--- config.mk ---
export PLATFORM = sky130hd
export DESIGN_NAME = rom_fetch_unit
export DESIGN_NICKNAME = d
export VERILOG_FILES = /design/src/rtl/rom_fetch_unit.sv
export SDC_FILE = /design/constraint.sdc
export NUM_CORES = 1
export LEC_CHECK = 0
export CAP_MARGIN = 5
export CORE_AREA = 2 2 100 102
export DETAILED_ROUTE_END_ITERATION = 6
export DIE_AREA = 0 0 102 104
export MAX_ROUTING_LAYER = met4
export SLEW_MARGIN = 20
export SYNTH_ARGS = -nofsm -noshare
export SYNTH_HDL_FRONTEND = slang
export SYNTH_SLANG_ARGS = --single-unit
--- constraint.sdc ---
create_clock -name clk -period 1.7 [get_ports clk]
set_clock_uncertainty 0.1 [all_clocks]
set_input_delay 0.51 -clock clk [delete_from_list [all_inputs] [get_ports clk]]
set_output_delay 0.51 -clock clk [all_outputs]
set_load 0.03 [all_outputs]
--- src/rtl/rom_fetch_unit.sv ---
// Instruction-fetch stage for a 1-cycle synchronous program ROM: PC, in-flight tracking,
// opcode/operand split and a 1-entry skid buffer behind a valid/ready output.
module rom_fetch_unit #(
  parameter int unsigned AW = 12,
  parameter int unsigned DW = 8
) (
  input  logic            clk,
  input  logic            reset,
  input  logic            enable,
  input  logic            load,
  input  logic [AW-1:0]   load_addr,
  output logic [AW-1:0]   rom_addr,
  input  logic [DW-1:0]   rom_data,
  output logic            out_valid,
  input  logic            out_ready,
  output logic [DW/2-1:0] out_opcode,
  output logic [DW/2-1:0] out_operand,
  output logic [AW-1:0]   out_pc
);

  localparam int unsigned HW = DW / 2;

  logic [AW-1:0] pc_q, pc_d;
  logic          inflight_q, inflight_d;
  logic [AW-1:0] inflight_pc_q, inflight_pc_d;
  logic          skid_valid_q, skid_valid_d;
  logic [DW-1:0] skid_word_q, skid_word_d;
  logic [AW-1:0] skid_pc_q, skid_pc_d;
  logic          out_valid_q, out_valid_d;
  logic [DW-1:0] out_word_q, out_word_d;
  logic [AW-1:0] out_pc_q, out_pc_d;

  logic accept;
  logic out_free;
  logic issue;

  always_comb begin
    accept   = out_valid_q && out_ready;
    out_free = !out_valid_q || accept;
    // Never issue a read whose data could find both out and skid occupied.
    issue    = enable && !load && !skid_valid_q &&
               !(inflight_q && out_valid_q && !out_ready);

    pc_d          = pc_q;
    inflight_d    = 1'b0;
    inflight_pc_d = inflight_pc_q;
    skid_valid_d  = skid_valid_q;
    skid_word_d   = skid_word_q;
    skid_pc_d     = skid_pc_q;
    out_valid_d   = out_valid_q;
    out_word_d    = out_word_q;
    out_pc_d      = out_pc_q;

    if (issue) begin
      pc_d          = pc_q + AW'(1);
      inflight_d    = 1'b1;
      inflight_pc_d = pc_q;
    end

    if (accept) begin
      out_valid_d = 1'b0;
    end

    if (skid_valid_q && out_free) begin
      out_valid_d  = 1'b1;
      out_word_d   = skid_word_q;
      out_pc_d     = skid_pc_q;
      skid_valid_d = 1'b0;
    end

    if (inflight_q) begin
      if (out_free && !skid_valid_q) begin
        out_valid_d = 1'b1;
        out_word_d  = rom_data;
        out_pc_d    = inflight_pc_q;
      end else begin
        skid_valid_d = 1'b1;
        skid_word_d  = rom_data;
        skid_pc_d    = inflight_pc_q;
      end
    end

    // Jump flushes the pipeline; any word landing this edge is dropped.
    if (load) begin
      pc_d         = load_addr;
      inflight_d   = 1'b0;
      skid_valid_d = 1'b0;
      out_valid_d  = 1'b0;
    end
  end

  always_ff @(posedge clk) begin
    if (reset) begin
      pc_q          <= '0;
      inflight_q    <= 1'b0;
      inflight_pc_q <= '0;
      skid_valid_q  <= 1'b0;
      skid_word_q   <= '0;
      skid_pc_q     <= '0;
      out_valid_q   <= 1'b0;
      out_word_q    <= '0;
      out_pc_q      <= '0;
    end else begin
      pc_q          <= pc_d;
      inflight_q    <= inflight_d;
      inflight_pc_q <= inflight_pc_d;
      skid_valid_q  <= skid_valid_d;
      skid_word_q   <= skid_word_d;
      skid_pc_q     <= skid_pc_d;
      out_valid_q   <= out_valid_d;
      out_word_q    <= out_word_d;
      out_pc_q      <= out_pc_d;
    end
  end

  always_comb begin
    rom_addr    = pc_q;
    out_valid   = out_valid_q;
    out_opcode  = out_word_q[DW-1:HW];
    out_operand = out_word_q[HW-1:0];
    out_pc      = out_pc_q;
  end

endmodule

==> results.cfg <==
[power_and_ir_drop]
power_per_cell_area_nw_per_um2 = 901
clkPwrFrac = 0.411
internal_power_w = 0.00271
share_seq_of_total_power = 0.459
combinationalPowerShare = 0.131
power.ir.vdd_worst_uv = 359
sw_frac_of_total = 0.255
total_switching_power_w = 0.000926
p_leak_nw = 1.62

[timing]
min_period_over_period = 0.964
timing.final.hold_violations = 0
finalMaxSlewViolations = 0
finalWorstPathRequiredPeriod_ns = 1.64
fmax_ghz = 0.610
tightest_slew_ns = 0.295
max-slew-margin-rel = 0.801
timing.setup.tns_ns = 0
setup_violations = 0

[global_route]
grt_pass1_wl_um = 12000
grt_antenna_before_repair = 0
met3_capacity_usage_during_global_routing = 0.0309
global_route_total_usage_across_every_layer = 0.145
grt.met2_usage = 0.219
first_global_vias = 2525
met1_track_demand_over_resource = 0.186
largest_net_degree_at_the_start_of_global_routing = 42
grt.busiest_layer = met2
gr-total-overflow = 0

[routing]
first_pass_iters = 4
detail_route.wirelength_um = 7540
drc_errors = 0
antenna_left = 0
vias = 2604
wl_per_cell_um = 13.6
avgViaCountPerCell = 4.71
dr.first_iter.drc_count = 96

[synthesis]
netlist_area_um2 = 2780
syn_avg_cell_area_um2 = 8.32
synth_cell_types = 37
synth_enable_flop_cells = 0
synth_seq_cells = 67
most_instantiated_library_cell_after_synthesis = nand2_1
yosys-top-cells-count = nand2_1 (68), dfxtp_1 (67), nor2_1 (44)
synth_area_leader_cell = dfxtp_1
post_synth_inst_count = 334
synth_top_area_frac = 0.482
synth_flop_cell = dfxtp_1
synth-warning-count = 0
ys_top_cells_by_area = dfxtp_1 (48%), nand2_1 (9.2%), a311oi_1 (7.6%)
syn-num-nets = 360
yosysSeqAreaShare = 0.482
ys_async_sr_fraction = 0

[cts]
cts_buffers = 9
root_buf_cell = clkbuf_8
worst_skew_pair.late_latency_ns = 0.34
cts.sinks = 67
cts_tree = yes
clock_path_buffers = 2
clkTransAtPathRegs_ns = 0.07
maximum_level_of_the_cts_h_tree = 3

[setup_path]
critical_path_required_ns = 1.09
worstPathCellList = clkdlybuf4s15_1
crit_buf_inv = 1
critPathMaxFanout = 2
endpoint_arrival_time_on_the_critical_path_ns = 1.03
ff2ff_setup_slack_ns = 0.08
critical-path-max-stage-delay_ns = 0.36
worstSetupEndpointType = output port
timing.critical_path.from_type = flop
path_delay_family = buffers and inverters
crit_path_top_delay_cell = clkdlybuf4s15_1
criticalPathCategory = flop to output port

[placement]
port-buffer-count = 57
dpl.hpwl_um = 4790
dpl_cell_area_um2 = 3680
globalplace.congestion = 0.873
post-place-cells = 526

[worst_hold_path]
hold_path.class = flop to flop

[run_status]
run_status = completed

[layout]
layout.cell_area.non_filler_um2 = 4040
area_growth_pct = 45.2
layout.cells.non_filler = 553
antenna_cells_inserted = 0
drive_above_1_share = 0.250
finalNetCount = 441

[run]
max_cap_viol_count = 0

[floorplan]
floorplan.initialDensity = 0.291
core_area_um2 = 9550
die_height_um = 104
placementRows = 36
die_width_um = 102
io_pins = 58
fp.dieArea_um2 = 10600
per-stage QoR:
| step | hold slack [ns] | setup WS [ns] | power, W | utilization |
|---|---|---|---|---|
| finish | 0.355 | 0.0611 | 0.00364 | 0.423 |
| global route | 0.374 | -0.0238 | 0.00378 | 0.423 |
| CTS | 0.357 | 0.000281 | 0.00366 | 0.414 |
| detailed placement | 0.346 | -0.484 | 0.00216 | 0.385 |
| global placement | 0.342 | -0.455 | 0.00216 | 0.385 |
| floorplan | 0.337 | 0.00425 | 0.00193 | - |
logic make-up after synthesis:
| family | share of synthesized area |
|---|---|
| compound gates | 0.152 |
| buf+inv | 0.0383 |
| xor+xnor | 0.0189 |
| simple gates | 0.257 |
| fa+ha+maj | 0.00450 |
| mux | 0.0468 |
| flops | 0.482 |
layout make-up:
class / instances / area (um^2)
Fill cell: 983 / 5510
Multi-Input combinational cell: 240 / 1370
Sequential cell: 67 / 1360
Timing Repair Buffer: 95 / 911
Tap cell: 133 / 166
Clock buffer: 10 / 138
Clock inverter: 6 / 88.8
Inverter: 2 / 7.51
power groups by stage:
| stage | Sequential (W) | Clock (W) | Combinational [W] |
|---|---|---|---|
| floorplan | 0.00180 | 0 | 0.000137 |
| global placement | 0.00171 | 0 | 0.000454 |
| detailed placement | 0.00171 | 0 | 0.000457 |
| CTS | 0.00167 | 0.00154 | 0.000456 |
| global route | 0.00168 | 0.00159 | 0.000510 |
| finish | 0.00167 | 0.00149 | 0.000475 |
cells in the final DEF (no fill, tap or decap), types with 2 or more instances in the layout:
cell / count
a211oi_1: 5
a21oi_1: 20
a311oi_1: 23
buf_12: 9
buf_4: 41
buf_6: 3
bufinv_16: 2
clkbuf_16: 2
clkbuf_2: 12
clkbuf_8: 10
clkdlybuf4s15_1: 2
clkdlybuf4s15_2: 2
clkdlybuf4s50_1: 21
clkinvlp_4: 2
dfxtp_1: 59
dfxtp_2: 6
dfxtp_4: 2
inv_1: 2
mux2i_1: 13
nand2_1: 68
nand3_1: 24
nand3_2: 2
nand4_1: 7
nor2_1: 44
o21ai_0: 3
or3_1: 2
xor2_1: 6
registers in the layout, indices dropped and copies added, names as in the netlist:
register and count:
skid_valid_q 1, inflight_pc_q 12, skid_word_q 8, inflight_q 1, out_pc 12, out_valid 1
rom_addr 12, out_word_q 8, skid_pc_q 12
worst paths after layout:
check | startpoint | end | cells past startpoint
worst min-delay path | skid_pc_q[9] | skid_pc_q[9] | 2
worst max register to register | rom_addr[3] | rom_addr[10] | 4
worst min register to register | skid_pc_q[9] | skid_pc_q[9] | 2
worst max-delay path | out_word_q[7] | out_opcode[3] | 1
routing by layer:
metal  up-vias  part of all wire
met5         -                 0
met4         0             0.011
met3         7             0.040
met2        59              0.47
met1      1196              0.48
li1       1342                 -
timing repair:
item,in CTS,in global routing
cloned,0,4
hold buffers,0,0
buffers inserted,4,3
pin swaps,5,3
resized for setup,36,27
setup endpoints to repair,23,55
Power figures use the tool's default switching activity.
